--- src/rtl/fp_sqrt_iter_if.sv ---
// Handshake bundle for fp_sqrt_iter: operand channel in, result channel out.
// The master side supplies operands and consumes results.
interface fp_sqrt_iter_if #(
  parameter int EXP_W = 8,
  parameter int MAN_W = 23
);
  localparam int W = 1 + EXP_W + MAN_W;

  logic         in_valid;
  logic         in_ready;
  logic [W-1:0] a;
  logic         out_valid;
  logic         out_ready;
  logic [W-1:0] c;
  logic         invalid;
  logic         inexact;

  modport master (
    output in_valid, a, out_ready,
    input  in_ready, out_valid, c, invalid, inexact
  );

  modport slave (
    input  in_valid, a, out_ready,
    output in_ready, out_valid, c, invalid, inexact
  );
endinterface

--- src/rtl/fp_sqrt_iter.sv ---
// Iterative IEEE-754 square root: one restoring root bit per clock, round to
// nearest, subnormals flushed, NaN/inf/negative operands resolved at acceptance.
module fp_sqrt_iter #(
  parameter int EXP_W = 8,
  parameter int MAN_W = 23
) (
  input  logic          clk,
  input  logic          rst,
  fp_sqrt_iter_if.slave s
);
  localparam int W    = 1 + EXP_W + MAN_W;
  localparam int ITER = MAN_W + 2;
  localparam int RADW = 2 * ITER;
  localparam int REMW = ITER + 2;
  localparam int CNTW = $clog2(ITER);
  localparam logic [EXP_W:0] BIAS = {2'b00, {(EXP_W-1){1'b1}}};
  localparam logic [W-1:0]   QNAN = {1'b0, {EXP_W{1'b1}}, 1'b1, {(MAN_W-1){1'b0}}};

  typedef enum logic [1:0] {IDLE, CALC, ROUND, DONE} state_t;

  state_t            r_state;
  logic              r_in_ready;
  logic              r_out_valid;
  logic              r_invalid;
  logic              r_inexact;
  logic [W-1:0]      r_c;
  logic [CNTW-1:0]   r_cnt;
  logic [RADW-1:0]   r_rad;
  logic [REMW-1:0]   r_rem;
  logic [ITER-1:0]   r_root;
  logic [EXP_W-1:0]  r_exp;

  logic              w_sign;
  logic [EXP_W-1:0]  w_exp;
  logic [MAN_W-1:0]  w_frac;
  logic              w_exp_zero;
  logic              w_exp_ones;
  logic              w_frac_nz;
  logic              w_normal;
  logic [RADW-1:0]   w_rad_init;
  logic [EXP_W:0]    w_res_exp;
  logic [REMW+1:0]   w_shift_rem;
  logic signed [ITER+4:0] w_trial;
  logic              w_keep;
  logic [MAN_W:0]    w_round;
  logic              w_unused;

  // Guard bit alone decides rounding: a square root can never land on a tie.
  function automatic logic [MAN_W:0] f_round(input logic [ITER-1:0] root);
    return root[ITER-1:1] + {{MAN_W{1'b0}}, root[0]};
  endfunction

  assign w_sign     = s.a[W-1];
  assign w_exp      = s.a[W-2:MAN_W];
  assign w_frac     = s.a[MAN_W-1:0];
  assign w_exp_zero = (w_exp == '0);
  assign w_exp_ones = &w_exp;
  assign w_frac_nz  = |w_frac;
  assign w_normal   = !w_exp_zero && !w_exp_ones && !w_sign;

  // Odd biased exponent means an even unbiased one; otherwise double the operand.
  assign w_rad_init = w_exp[0] ? {1'b0, 1'b1, w_frac, {(RADW-MAN_W-2){1'b0}}}
                               : {1'b1, w_frac, {(RADW-MAN_W-1){1'b0}}};
  assign w_res_exp  = ({1'b0, w_exp} + BIAS) >> 1;

  assign w_shift_rem = {r_rem, r_rad[RADW-1 -: 2]};
  assign w_trial     = $signed({1'b0, w_shift_rem}) - $signed({3'b000, r_root, 2'b01});
  assign w_keep      = ~w_trial[ITER+4];
  assign w_round     = f_round(r_root);

  assign w_unused = ^{w_trial[ITER+3:REMW], w_shift_rem[REMW+1:REMW], w_res_exp[EXP_W],
                      w_round[MAN_W]};

  assign s.in_ready  = r_in_ready;
  assign s.out_valid = r_out_valid;
  assign s.c         = r_c;
  assign s.invalid   = r_invalid;
  assign s.inexact   = r_inexact;

  always_ff @(posedge clk or posedge rst) begin
    if (rst) begin
      r_state     <= IDLE;
      r_in_ready  <= 1'b1;
      r_out_valid <= 1'b0;
      r_c         <= '0;
      r_invalid   <= 1'b0;
      r_inexact   <= 1'b0;
      r_cnt       <= '0;
    end else begin
      case (r_state)
        IDLE: begin
          if (s.in_valid) begin
            r_in_ready <= 1'b0;
            r_inexact  <= 1'b0;
            r_invalid  <= 1'b0;
            if (w_normal) begin
              r_state <= CALC;
              r_cnt   <= CNTW'(ITER - 1);
            end else begin
              r_state     <= DONE;
              r_out_valid <= 1'b1;
              if (w_exp_zero) begin
                r_c <= {w_sign, {(W-1){1'b0}}};
              end else if (w_exp_ones && w_frac_nz) begin
                r_c       <= QNAN;
                r_invalid <= 1'b1;
              end else if (!w_sign) begin
                r_c <= s.a;
              end else begin
                r_c       <= QNAN;
                r_invalid <= 1'b1;
              end
            end
          end
        end
        CALC: begin
          if (r_cnt == '0) r_state <= ROUND;
          else             r_cnt   <= r_cnt - CNTW'(1);
        end
        ROUND: begin
          r_c         <= {1'b0, r_exp, w_round[MAN_W-1:0]};
          r_inexact   <= r_root[0] | (|r_rem);
          r_invalid   <= 1'b0;
          r_out_valid <= 1'b1;
          r_state     <= DONE;
        end
        DONE: begin
          if (s.out_ready) begin
            r_out_valid <= 1'b0;
            r_in_ready  <= 1'b1;
            r_state     <= IDLE;
          end
        end
        default: r_state <= IDLE;
      endcase
    end
  end

  // Datapath carries no reset: it is always reloaded before it is consumed.
  always_ff @(posedge clk) begin
    if (r_state == IDLE && s.in_valid && w_normal) begin
      r_rad  <= w_rad_init;
      r_rem  <= '0;
      r_root <= '0;
      r_exp  <= w_res_exp[EXP_W-1:0];
    end else if (r_state == CALC) begin
      r_rad  <= r_rad << 2;
      r_rem  <= w_keep ? w_trial[REMW-1:0] : w_shift_rem[REMW-1:0];
      r_root <= {r_root[ITER-2:0], w_keep};
    end
  end
endmodule

--- src/flat_wrapper.sv ---
// flat-port wrapper written by rule: the top's interface ports become plain ports
module fp_sqrt_iter_flat 
#(
  parameter int EXP_W = 8,
  parameter int MAN_W = 23
)
  (clk, rst, s_in_valid, s_a, s_out_ready, s_in_ready, s_out_valid, s_c, s_invalid, s_inexact);
  fp_sqrt_iter_if #(.EXP_W(EXP_W), .MAN_W(MAN_W)) s_i ();
  input  logic clk;
  input  logic rst;
  input wire logic [$bits(s_i.in_valid)-1:0] s_in_valid;
  input wire logic [$bits(s_i.a)-1:0] s_a;
  input wire logic [$bits(s_i.out_ready)-1:0] s_out_ready;
  output wire logic [$bits(s_i.in_ready)-1:0] s_in_ready;
  output wire logic [$bits(s_i.out_valid)-1:0] s_out_valid;
  output wire logic [$bits(s_i.c)-1:0] s_c;
  output wire logic [$bits(s_i.invalid)-1:0] s_invalid;
  output wire logic [$bits(s_i.inexact)-1:0] s_inexact;
  assign s_i.in_valid = s_in_valid;
  assign s_i.a = s_a;
  assign s_i.out_ready = s_out_ready;
  assign s_in_ready = s_i.in_ready;
  assign s_out_valid = s_i.out_valid;
  assign s_c = s_i.c;
  assign s_invalid = s_i.invalid;
  assign s_inexact = s_i.inexact;
  fp_sqrt_iter #(.EXP_W(EXP_W), .MAN_W(MAN_W)) u_core (.clk(clk), .rst(rst), .s(s_i));
endmodule
--- config.mk ---
export PLATFORM = sky130hd
export DESIGN_NAME = fp_sqrt_iter_flat
export DESIGN_NICKNAME = d
export VERILOG_FILES = /design/src/rtl/fp_sqrt_iter_if.sv /design/src/rtl/fp_sqrt_iter.sv /design/src/flat_wrapper.sv
export SDC_FILE = /design/constraint.sdc
export NUM_CORES = 1
export LEC_CHECK = 0
export CAP_MARGIN = 20
export CORE_MARGIN = 2
export CORE_UTILIZATION = 35
export DETAILED_ROUTE_END_ITERATION = 8
export PLACE_DENSITY_LB_ADDON = 0.1
export SLEW_MARGIN = 25
export SYNTH_ARGS = -nofsm -noshare
export SYNTH_HDL_FRONTEND = slang
export SYNTH_SLANG_ARGS = --single-unit
--- constraint.sdc ---
create_clock -name clk -period 2.4 [get_ports clk]
set_input_delay 0.72 -clock clk [delete_from_list [all_inputs] [get_ports clk]]
set_output_delay 0.72 -clock clk [all_outputs]
set_load 0.02 [all_outputs]
==> key figures <==
Clock tree
  • Clk pin slew, worst setup/hold paths: 60 ps
  • Bufs on Longest Clock Path: 2
  • Inserted Clock Buffers: 17
  • Hold_buf cts: 0
  • Clk sinks: 128
  • CTS tree: done
  • Root Driver: clkbuf_16
  • Clk_lat worst skew: about 420 ps
  • H-tree Lvls: 4

Timing
  • Worst-Margin Slew: 615 ps
  • Max_slew headroom: between 50 and 60%
  • F_max: 0.397 GHz
  • Final hold vios: 0
  • Slew Viols, Final: 0
  • Worst Skew: 11.2 ps
  • RSZ-0062 raised after global routing: true
  • Setup_tns: -1370 ps
  • Crit path time final: 2520 ps
  • # setup viols final: 24
  • Tcrit/Tclk final: 105%
  • Worst Setup Slack, final: -119 ps

Placed design
  • GP Congestion: 0.849
  • PortBufs: 71
  • DP HPWL: about 15 mm

Detailed routing
  • Final WL: 22.0 mm
  • DR pass1 iterations: 5
  • Routed WL per cell: between 15 and 20 um
  • Post-DRT Antenna Nets: 0
  • DR iter-0 viols: 371
  • Drt via density: 5.02
  • DRC errors left: 0
  • Via count: 7006

Synthesis
  • Async SR Flop Fraction: 33.6%
  • Yosys warns: 0
  • Number of cells produced by synthesis: 848
  • Count of cell types in the netlist: between 60 and 70
  • Area contributors post-synth: dfrtp_1, dfxtp_1, edfxtp_1, mux2i_1, ha_1
  • Synth Net Count: 922
  • Post-synthesis sequential area ratio: 41.2%
  • Synth Area per Inst: 8.90 sq um
  • Mapped Area: 7540 sq um
  • Number of synthesized register bits: ~130
  • EDFF count, synth: 33
  • Post-synth top flop: dfxtp_1
  • Cell taking the most area after synthesis: dfrtp_1
  • Post-synth top area share: between 10 and 15%

Critical path
  • Critical Path RT: around 2800 ps
  • Arrival @ worst endpoint: 2870 ps
  • Worst Setup SP: u_core.r_root[0]$_SDFFE_PP0P_
  • Worst Setup Path Type: register to register
  • CP endpoint kind: register
  • FF-to-FF Start: u_core.r_root[0]$_SDFFE_PP0P_
  • CP Launch Type: register
  • Crit path max fanout: 3

Global routing
  • GRT Total Usage: 20.3%
  • Initial antenna violation count: 0
  • First-pass GRT wire length: 36.0 mm
  • Pin count of the biggest net entering global routing: 79
  • Vias in the first global route: 6862
  • Total gr overflow: 0

Job
  • Max-cap viol count: 0

Floorplan
  • Die ar.: ~23000 sq um
  • Die Span Y: 151 um
  • Area of the core: between 20000 and 25000 sq um
  • Row cnt: 53
  • Die width: about 150 um
  • Starting Density: 35.8%
  • # IOs: 72

Worst hold path
  • Hold Crit Class: register to register
  • Hold Startpoint: u_core.s.c[0]$_DFFE_PP0P_

Cells and area
  • Diodes inserted: 0
  • Share of layout cells above drive strength 1: 30.7%
  • Nets: between 1k and 1.5k
  • Area grow syn2layout: 53.8%
  • Final core utilization: 55.0%
  • Filler cells: 1884

Run status
  • Violated checks: negative setup slack
  • Outcome: complete, but fails checks

Pwr
  • Leak: 4.92 nW
  • Pwr dens: about 1700 nW/um^2
  • Peak supply drop: 0.000633 V
## Yosys cell counts (13+ instances only)
master,number
dfrtp_1,42
nand3_1,18
mux2i_1,68
inv_1,50
clkbuf_1,32
edfxtp_1,33
ha_1,38
nor2_1,80
a21oi_1,33
nand2_1,109
nor4_1,13
xor2_1,13
a31oi_1,17
xnor2_1,35
dfxtp_1,52
o21ai_0,75
## area by class of cell
class | instances | area (sq um) | area share, %
Tap cell | 275 | 344 | 2.96
Multi-Input combinational cell | 629 | 4700 | 40.5
Clock buffer | 23 | 533 | 4.59
Clock inverter | 9 | 116 | 1.00
Sequential cell | 128 | 3120 | 26.9
Timing Repair Buffer | 280 | 2590 | 22.3
Inverter | 51 | 196 | 1.69
## cells in the final DEF, fill, tap and decap left out, drive strengths merged, types with 38 or more instances in the layout
master / n
buf: 207
nand2: 110
o21ai: 82
nor2: 81
mux2i: 68
clkdlybuf4s50: 65
dfxtp: 52
inv: 52
dfrtp: 42
ha: 38
## worst max-delay path, cell delays in order (launching register included)
cell      delay [ps]
dfxtp_2          330
inv_2             50
ha_4             210
nor2b_4          120
o31a_1           250
o41a_1           440
buf_6            180
a21boi_2         140
o21ai_1           70
a21oi_1          220
mux2_4           330
a21oi_2          110
## power breakdown
group / switching, W / internal, W
Sequential: 0.000539 / 0.00325
Clock: 0.00103 / 0.00179
Combinational: 0.00631 / 0.00652
Total: 0.00787 / 0.0116
## state kept, by name, summed over array words and instances (netlist names)
register            count
u_core.r_state          2
u_core.r_rem           27
u_core.s.out_valid      1
u_core.r_cnt            5
u_core.r_root          25
u_core.r_exp            8
u_core.s.in_ready       1
u_core.s.invalid        1
u_core.r_rad           25
u_core.s.c             32
u_core.s.inexact        1
## through the flow
step / instances / worst slack (ps) / hold slack [ps] / power [W] / cell area [sq um]
floorplan: 848 / -92.6 / 460 / 0.0102 / 7710
global placement: 1333 / -585 / 456 / 0.0143 / 9940
detailed placement: 1333 / -676 / 459 / 0.0143 / 9940
CTS: 1393 / -236 / 472 / 0.0190 / 11400
global route: 1395 / -227 / 505 / 0.0209 / 11600
finish: 1395 / -119 / 465 / 0.0194 / 11600
## cell families after synthesis
kind of cell	synth area share, %
AND/OR/NAND/NOR	16.2
AO/OA/AOI/OAI	16.8
flip-flops	41.2
buffers and inverters	4.76
multiplexers	9.17
XOR/XNOR	5.57
adder cells (fa/ha/maj)	6.30
## per-layer routing
| metal | track usage (%) | part of all wire (%) |
|---|---|---|
| met4 | 5.33 | 1.0 |
| met3 | 2.80 | 3.4 |
| met5 | 0 | 0 |
| met2 | 31.9 | 46 |
| met1 | 29.4 | 49 |
## worst paths after layout
| kind | endpoint | slack (ps) | cells past startpoint |
|---|---|---|---|
| setup / recovery | u_core.r_rem[14]$_SDFFE_PP0P_ | -120 | 11 |
| min in group asynchronous | u_core.s.c[20]$_DFFE_PP0P_ | 640 | 2 |
| hold / removal | u_core.s.c[0]$_DFFE_PP0P_ | 460 | 2 |
| max in group asynchronous | u_core.r_cnt[3]$_DFFE_PP0P_ | 1200 | 3 |
| hold reg to reg | u_core.s.c[0]$_DFFE_PP0P_ | 460 | 2 |
| setup reg to reg | u_core.r_rem[14]$_SDFFE_PP0P_ | -120 | 11 |
## repair_timing
| action | in CTS | in global routing |
|---|---|---|
| setup buffers | 18 | 2 |
| pin swaps | 29 | 30 |
| endpoints found under the setup margin | 148 | 138 |
| cloned | 10 | 0 |
| gates resized for setup | 91 | 54 |
(Power assumes the default switching activity.)
